--- src/rtl/reset_pkg.sv ---
// reset_pkg: shared types and sizing helpers for the reset sequencers.
//   rst_state_t - sequencer FSM states (SYNC, HOLD, RELEASE, DONE)
//   cnt_width() - width of a counter that must hold max(a, b) without wrapping
package reset_pkg;

    typedef enum logic [1:0] {
        SYNC    = 2'd0,
        HOLD    = 2'd1,
        RELEASE = 2'd2,
        DONE    = 2'd3
    } rst_state_t;

    function automatic int cnt_width(input int a, input int b);
        return $clog2(((a > b) ? a : b) + 1);
    endfunction

endpackage

--- src/rtl/reset_sync_chain.sv ---
// reset_sync_chain: release synchroniser for a raw asynchronous reset.
// The chain clears asynchronously while RST is high and shifts in a constant
// 1 on every negedge clk afterwards, so sync_q rises on the STAGES-th edge
// after RST falls.
//   clk    in   clock, flops on negedge
//   RST    in   raw reset, asynchronous assert, active-high
//   sync_q out  synchronised "reset released" flag
module reset_sync_chain #(
    parameter int STAGES = 2
) (
    input  logic clk,
    input  logic RST,
    output logic sync_q
);

    logic [STAGES-1:0] chain;

    always_ff @(negedge clk or posedge RST) begin
        if (RST) begin
            chain <= '0;
        end else begin
            chain <= {chain[STAGES-2:0], 1'b1};
        end
    end

    assign sync_q = chain[STAGES-1];

endmodule

--- src/rtl/reset_seq.sv ---
// reset_seq: sequenced reset generator.
// Synchronises the release of RST, holds every output in reset for
// HOLD_CYCLES edges, then releases rst_n[0], rst_n[1], ... one every STAGGER
// edges. A software request (outside SYNC) drops all outputs and restarts
// the hold. The FSM state is kept in the named signal 'state'.
//   clk        in   clock, all flops on negedge
//   RST        in   raw reset, asynchronous assert, active-high
//   sw_rst_req in   synchronous software reset request, active-high
//   rst_n      out  NUM_CH sequenced resets, active-low, straight from flops
//   rst_done   out  high once every rst_n bit is released
//
// Handshake note: there is no valid/ready traffic here; sw_rst_req is a
// level sampled on each negedge, and every high edge counts as a request.
module reset_seq
    import reset_pkg::*;
#(
    parameter int SYNC_STAGES = 2,
    parameter int NUM_CH      = 3,
    parameter int HOLD_CYCLES = 16,
    parameter int STAGGER     = 4
) (
    input  logic              clk,
    input  logic              RST,
    input  logic              sw_rst_req,
    output logic [NUM_CH-1:0] rst_n,
    output logic              rst_done
);

    localparam int CNT_W = cnt_width(HOLD_CYCLES, STAGGER);
    localparam int CH_W  = $clog2(NUM_CH + 1);

    if (SYNC_STAGES < 2) begin : g_bad_sync
        $error("reset_seq: SYNC_STAGES must be >= 2");
    end
    if (NUM_CH < 1) begin : g_bad_ch
        $error("reset_seq: NUM_CH must be >= 1");
    end
    if (HOLD_CYCLES < 1) begin : g_bad_hold
        $error("reset_seq: HOLD_CYCLES must be >= 1");
    end
    if (STAGGER < 1) begin : g_bad_stagger
        $error("reset_seq: STAGGER must be >= 1");
    end

    logic             sync_q;
    rst_state_t       state;
    logic [CNT_W-1:0] cnt;
    logic [CH_W-1:0]  ch;      // index of the next channel to release
    logic             hold_hit;
    logic             stag_hit;
    logic             last_ch;

    reset_sync_chain #(
        .STAGES (SYNC_STAGES)
    ) u_sync (
        .clk    (clk),
        .RST    (RST),
        .sync_q (sync_q)
    );

    // The edge on which SYNC first sees sync_q is already the first hold edge,
    // so SYNC and HOLD share the same count/compare step.
    assign hold_hit = (cnt == CNT_W'(HOLD_CYCLES - 1));
    assign stag_hit = (cnt == CNT_W'(STAGGER - 1));
    assign last_ch  = (ch == CH_W'(NUM_CH - 1));

    always_ff @(negedge clk or posedge RST) begin
        if (RST) begin
            state    <= SYNC;
            cnt      <= '0;
            ch       <= '0;
            rst_n    <= '0;
            rst_done <= 1'b0;
        end else if (sw_rst_req && (state != SYNC)) begin
            state    <= HOLD;
            cnt      <= '0;
            ch       <= '0;
            rst_n    <= '0;
            rst_done <= 1'b0;
        end else begin
            case (state)
                SYNC, HOLD: begin
                    if ((state == HOLD) || sync_q) begin
                        if (hold_hit) begin
                            rst_n <= NUM_CH'(1);
                            cnt   <= '0;
                            ch    <= CH_W'(1);
                            if (NUM_CH == 1) begin
                                state    <= DONE;
                                rst_done <= 1'b1;
                            end else begin
                                state <= RELEASE;
                            end
                        end else begin
                            state <= HOLD;
                            cnt   <= cnt + 1'b1;
                        end
                    end
                end
                RELEASE: begin
                    if (stag_hit) begin
                        // Shifting a 1 in from the bottom releases channels
                        // strictly in index order and never drops a bit.
                        rst_n <= (rst_n << 1) | NUM_CH'(1);
                        cnt   <= '0;
                        ch    <= ch + 1'b1;
                        if (last_ch) begin
                            state    <= DONE;
                            rst_done <= 1'b1;
                        end
                    end else begin
                        cnt <= cnt + 1'b1;
                    end
                end
                DONE: begin
                    cnt <= '0;
                end
                default: begin
                    state <= SYNC;
                    cnt   <= '0;
                end
            endcase
        end
    end

endmodule

--- config.mk ---
export PLATFORM = sky130hd
export DESIGN_NAME = reset_seq
export DESIGN_NICKNAME = d
export VERILOG_FILES = /design/src/rtl/reset_pkg.sv /design/src/rtl/reset_sync_chain.sv /design/src/rtl/reset_seq.sv
export SDC_FILE = /design/constraint.sdc
export NUM_CORES = 1
export LEC_CHECK = 0
export BUFFER_PORTS_ARGS = -buffer_cell sky130_fd_sc_hd__buf_2
export CAP_MARGIN = 20
export CORE_UTILIZATION = 40
export DETAILED_ROUTE_END_ITERATION = 10
export PLACE_DENSITY_LB_ADDON = 0.3
export SLEW_MARGIN = 20
export SYNTH_ARGS = -nofsm -noshare
export SYNTH_HDL_FRONTEND = slang
export SYNTH_SLANG_ARGS = --single-unit
--- constraint.sdc ---
create_clock -name clk -period 1.98 [get_ports clk]
set_clock_uncertainty 0.1 [all_clocks]
set_input_delay 0.396 -clock clk [delete_from_list [all_inputs] [get_ports clk]]
set_output_delay 0.396 -clock clk [all_outputs]
set_load 0.02 [all_outputs]
# Word-level counts from Yosys, hierarchy flattened
# Cells that the tools add are included.
# W data, S select, Z words.
# totals
reg_bits	15
output_inout_bits	4
# op_classes
addsub	2
n_eq_ne	10
mux	25
reduce_logical	12
# op_table
cell	n
$mux W5	4
$mux W2	9
$pmux W5 S3	1
$mux W3	4
$ne A3 B3 Y1 const B	4
$pmux W2 S2	2
$reduce_and A4 Y1	2
$reduce_bool A2 Y1	4
$eq A2 B2 Y1 const B	3
$pmux W3 S2	1
$add A5 B1 Y5 const B	1
$eq A5 B2 Y1 const B	1
$eq A5 B4 Y1 const B	1
$mux W1	4
$reduce_and A3 Y1	1
$reduce_bool A3 Y1	1
$add A2 B1 Y2 const B	1
$eq A2 B1 Y1 const B	1
$logic_not A2 Y1	1
$reduce_or A2 Y1	1
$logic_and A1 B1 Y1	1
$logic_or A1 B1 Y1	1

# Logic depth before layout (Yosys ltp)
# Gate-level depths: netlist (run 1).
# logic_depth
ltp_word	5
ltp_mapped	8
ltp_nobuf	8

# Hierarchy
# A second synthesis (run 1) with hierarchy kept.
# unflattened
hier_cells	89
hier_area_um2	834.6
# modules_own_cells
module	instances	cells_each	area_each_um2	seq_area_each_um2
reset_seq	1	85	777.0	325.3
reset_sync_chain	1	4	57.6	50.0

==> results of run 1 <==
[worst reg2reg max path, stage by stage, from the launching register on]
cell      delay [ps]
dfrtn_1          350
ha_1             210
nand3_1          100
inv_1             50
ha_1             210
nor2b_4          160
o311ai_4         330
mux2_4           330
[cell type report]
type | instances | area (µm²) | area share, %
Multi-Input combinational cell | 68 | 559.3 | 41.39
Sequential cell | 15 | 375.4 | 27.78
Timing Repair Buffer | 37 | 325.3 | 24.07
Tap cell | 27 | 33.78 | 2.500
Inverter | 8 | 30.03 | 2.222
Clock buffer | 3 | 22.52 | 1.667
Clock inverter | 1 | 5.005 | 0.3704
[worst paths after layout]
check                                     startpoint  slack [ps]                   endpoint  depth (start not counted)
max in group asynchronous                        RST         710       rst_n[2]$_DFFE_NP0P_                          3
min in group asynchronous                        RST         860       rst_n[1]$_DFFE_NP0P_                          3
setup reg to reg                  cnt[0]$_DFFE_NP0P_         -30          ch[1]$_DFFE_NP0P_                          7
hold reg to reg            u_sync.chain[0]$_DFF_NP0_         200  u_sync.chain[1]$_DFF_NP0_                          0
hold / removal             u_sync.chain[0]$_DFF_NP0_         200  u_sync.chain[1]$_DFF_NP0_                          0
setup / recovery                rst_done$_DFFE_NP0P_        -360                   rst_done                          1
[registers in the layout, summed over array words and instances (netlist names)]
register,count
cnt,5
rst_n,3
ch,2
state,2
u_sync.chain,2
rst_done,1
[cells in the mapped netlist, drive strengths merged, types with 3 or more instances]
library cell and n:
dfrtn 15, nand2 9, inv 8, nor2 6, o21ai 6, a21oi 5, nor3 5, ha 4
nor2b 4, clkbuf 3
[where the power goes]
group          leakage (nW)  total, mW  internal (mW)  switching [mW]
Combinational         0.401     0.0892         0.0500          0.0392
Clock                0.0177      0.185         0.0753           0.109
Sequential            0.197      0.321          0.316         0.00490
[logic make-up after synthesis]
| family | synth area share [%] |
|---|---|
| other | 0.4100 |
| flip-flops | 41.04 |
| AND/OR/NAND/NOR | 20.25 |
| adder cells (fa/ha/maj) | 5.472 |
| AO/OA/AOI/OAI | 22.16 |
| multiplexers | 5.061 |
| buffers and inverters | 5.609 |
[what timing repair did]
item	CTS	global route
gates resized for setup	25	9
setup endpoints to repair	14	15
buffers inserted	7	5
hold endpoints to repair	0	0
pin swaps	6	7
cloned	0	0
[metal layers]
layer,global-route usage (%),vias up
met4,7.143,0
met3,5.556,5
met5,0,-
li1,-,417
met2,36.71,17
met1,27.88,418
==> impl_metrics.yaml, run 1 <==
worst_setup_path:
  path_buf_inv: 1
  setup.worst_path.start_class: "flop"
  cpMaxStageDelayCell: "dfrtn_1"
  worstPathCellList: "buf_6"
  path_max_fanout: 2
  end_kind: "output port"
  worst_ep_arrival_time_ps: 1850
  required_ps: 1480
  cp_top_family: "flip-flops"
  critPathKind: "flop to output port"
  critPathMaxStageDelay_ps: 440
status:
  status: "finished with violations"
  violations: "setup timing"
synthesis:
  yosysTopAreaCell: "dfrtn_1"
  yosysTopAreaCellShare_pct: 41.04
  avgSynthCellArea_um2: 9.527
  synth-edff-count: 0
  yosysSeqAreaShare_pct: 41.04
  yosys_warnings: 0
  syn_inst: 96
  synth_area_um2: 914.6
  synth-main-ff-cell: "dfrtn_1"
  synth_nets: 103
  synth_cell_types: 37
  synthTopCellsByArea: "dfrtn_1, ha_1, nand2_1"
  synthArstFlopShare_pct: 100.0
  ys_ff_latch: 15
clock_network:
  cts.path.max_buffers: 2
  clock_latency_ps: 290
  numCtsBuffers: 3
  cts_hold_buf: 0
  cts_tree: "yes"
  cts.clk_slew.worst_paths_ps: 70
  numClockSinks: 15
  clock-root-buffer: "clkbuf_4"
  cts_htree_levels: 1
sta:
  tightest_slew_ps: 659.0
  slew_headroom_pct: 55.73
  finalSetupTns_ps: -2425
  fin_hold_ws_ps: 197.0
  hold_violations: 0
  finalSetupViolCount: 13
  grt_setup_unrepaired: "true"
  drv_slew: 0
  layout_setup_ws_ps: -362.0
floorplanning:
  core_area_um2: 2062
  dieArea_um2: 2482
  dieHeight_um: 49.82
  pin_count: 7
  start_util_pct: 44.36
  row_count: 16
  fp.dieW_um: 49.82
global_route:
  grt_pass1_vias: 868
  grt_pass1_wl_um: 4064
  grt_overflow: 0
  antenna_found_initial: 0
  grtUsageTotal_pct: 22.14
  grt_max_degree: 16
placed_design:
  port_buffers: 6
  hpwl_um: 1489
  dp.cells: 146
  pre_cts_slack_ps: -552.3
  dpl_cell_area_um2: 1141
  gp_congestion: 0.8309
detailed_routing:
  antenna_left: 0
  drt-initial-drc-count: 28
  met2WireLength_um: 1151
  drt-wirelength-per-cell_um: 14.55
  topRoutingLayerUsed: "met4"
  vias: 857
  routed_via_density: 5.390
  drc: 0
  wl_met3_um: 80
  postRouteWirelength_um: 2313
  dr.pass1.iters: 4
  wl_met1_um: 1054
layout:
  fin_util_pct: 65.53
  drive_above_1_share_pct: 45.45
  layout_common_cells: "buf_4, dfrtn_1, inv_1, nand2_1, buf_6"
  final_cell_area_um2: 1351
  layout_commonest_cell: "buf_4"
  fin_cells: 159
  fillCellCount: 159
  syn_to_final_growth_pct: 47.74
  diodes: 0
  nNetsFinal: 140
worst_hold_path:
  worst_hold_path_type: "flop to flop"
power_and_ir_drop:
  p_per_area_nw_per_um2: 439.9
  power_leakage_nw: 0.6161
  ir_drop_uv: 442.9
  p_total_mw: 0.5944
job:
  max_cap_violations: 0
Power figures use the tool's default switching activity.
==> run 2: changes to the inputs <==
--- a/constraint.sdc
+++ b/constraint.sdc
@@ -3,3 +3,3 @@
 set_input_delay 0.396 -clock clk [delete_from_list [all_inputs] [get_ports clk]]
 set_output_delay 0.396 -clock clk [all_outputs]
-set_load 0.02 [all_outputs]
+set_load 0.1 [all_outputs]
==> run 2 against run 1 <==
The flow still finishes with violations (setup timing). Utilization is 0.79 points lower. Wire length is 11% lower. Cell area is 1.2% lower. Register-to-register slack better by 60 ps. First-iteration DRC count is 68% lower. Critical path depth stayed put. Die area stayed put. Non-clock buffer count is 8 lower. Total power is 2.0% lower. Clock-buffer cell count stayed put. Critical path type unchanged. Largest power group unchanged.
==> impl_metrics.yaml, run 2 (synthesis gave the netlist of run 1 again) <==
status:
  status: "finished with violations"
  violations: "setup timing"
power_and_ir_drop:
  combPwrFrac_pct: 14.5
  ir_drop_uv: 427.4
  p_per_area_nw_per_um2: 436.2
  power_leakage_nw: 0.5781
  internal_power_mw: 0.4378
  clkPwrFrac_pct: 30.4
  p_total_mw: 0.5823
  seqPwrFrac_pct: 55.1
  netSwitchingPower_mw: 0.1445
  swShare_pct: 24.82
layout:
  drive_above_1_share_pct: 43.55
  final_cell_area_um2: 1335
  largest_register_ffs: 5
  largest-register: "cnt"
  layout_commonest_cell: "buf_4"
  reg_top3: "cnt (5), rst_n (3)"
  nNetsFinal: 132
  layout_common_cells: "buf_4, dfrtn_1, inv_1, nand2_1"
  syn_to_final_growth_pct: 45.96
  diodes: 0
clock_network:
  cts_tree: "yes"
  cts.clk_slew.worst_paths_ps: 60
  numCtsBuffers: 3
  clock-root-buffer: "clkbuf_4"
  cts_htree_levels: 1
  numClockSinks: 15
  cts_hold_buf: 0
  cts.path.max_buffers: 2
  clock_latency_ps: 290
sta:
  slew_headroom_pct: 53.27
  drv_slew: 0
  finalSetupViolCount: 13
  layout_setup_ws_ps: -444.9
  fin_hold_ws_ps: 200.0
  finalSetupTns_ps: -2742
  hold_violations: 0
  tightest_slew_ps: 695.6
  grt_setup_unrepaired: "true"
detailed_routing:
  drt-wirelength-per-cell_um: 13.60
  postRouteWirelength_um: 2053
  vias: 815
  drt-initial-drc-count: 9
  drc: 0
  routed_via_density: 5.397
  antenna_left: 0
  dr.pass1.iters: 4
placed_design:
  port_buffers: 6
  gp_congestion: 0.7953
  dpl_cell_area_um2: 1179
  pre_cts_slack_ps: -538.0
  hpwl_um: 1473
global_route:
  grt_pass1_wl_um: 3387
  grt_overflow: 0
  antenna_found_initial: 0
  grt_pass1_vias: 805
  grt_max_degree: 16
  grtUsageTotal_pct: 18.53
worst_setup_path:
  end_kind: "output port"
  setup.worst_path.start_class: "flop"
  worstPathCellList: "buf_12"
  critPathMaxStageDelay_ps: 460
  required_ps: 1480
  critPathKind: "flop to output port"
  path_max_fanout: 2
  path_buf_inv: 1
  cp_top_family: "flip-flops"
  worst_ep_arrival_time_ps: 1930
  cpMaxStageDelayCell: "dfrtn_1"
floorplanning:
  pin_count: 7
  start_util_pct: 44.36
  dieHeight_um: 49.82
  fp.dieW_um: 49.82
  dieArea_um2: 2482
  row_count: 16
  core_area_um2: 2062
worst_hold_path:
  worst_hold_path_type: "flop to flop"
job:
  max_cap_violations: 0
[run 2: changes by cell type in the layout (fill, tap and decap cells not counted), moves of 2 or more]
cell | before | now
buf_6 | 8 | 5
buf_12 | 1 | 5
buf_4 | 26 | 18
o21ai_2 | 3 | 1
[run 2: final cells by class]
cell class,instances,area [µm²]
Inverter,8,30.03
Sequential cell,15,375.4
Clock buffer,3,22.52
Multi-Input combinational cell,68,571.8
Timing Repair Buffer,29,296.5
Fill cell,157,726.9
Tap cell,27,33.78
Clock inverter,1,5.005
[run 2: worst paths after layout]
path	from	endpoint	slack (ps)	depth (start not counted)
setup / recovery	rst_n[1]$_DFFE_NP0P_	rst_n[1]	-440	1
hold / removal	u_sync.chain[0]$_DFF_NP0_	u_sync.chain[1]$_DFF_NP0_	200	0
setup reg to reg	cnt[0]$_DFFE_NP0P_	cnt[0]$_DFFE_NP0P_	30	9
hold reg to reg	u_sync.chain[0]$_DFF_NP0_	u_sync.chain[1]$_DFF_NP0_	200	0
max in group asynchronous	RST	cnt[0]$_DFFE_NP0P_	690	3
min in group asynchronous	RST	rst_n[2]$_DFFE_NP0P_	870	3
[run 2: power groups by stage]
stage	sequential, mW	combinational [mW]	clock [mW]
after CTS	0.321	0.0809	0.183
after detailed placement	0.326	0.0695	0
after floorplan	0.327	0.0399	0
after global routing	0.321	0.0914	0.191
after global placement	0.326	0.0681	0
final	0.321	0.0844	0.177
[run 2: layer usage]
metal  routed length [µm]  vias up  global-route usage [%]
met4                   72        0                   10.00
met2                 1036       15                   33.56
met1                  872      389                   21.04
met3                   72        8                   1.852
li1                     -      403                       -
met5                    0        -                       0
[run 2: what timing repair did]
| item | in CTS | in global routing |
|---|---|---|
| buffers inserted | 4 | 0 |
| gates resized for setup | 10 | 13 |
| endpoints found under the setup margin | 14 | 15 |
| pin swaps | 3 | 2 |
[run 2: metrics by stage]
| stage | instances | utilization (%) |
|---|---|---|
| floorplan | 96 | - |
| global placement | 143 | 57.16 |
| detailed placement | 143 | 57.16 |
| CTS | 151 | 61.89 |
| global route | 151 | 64.75 |
| finish | 151 | 64.75 |
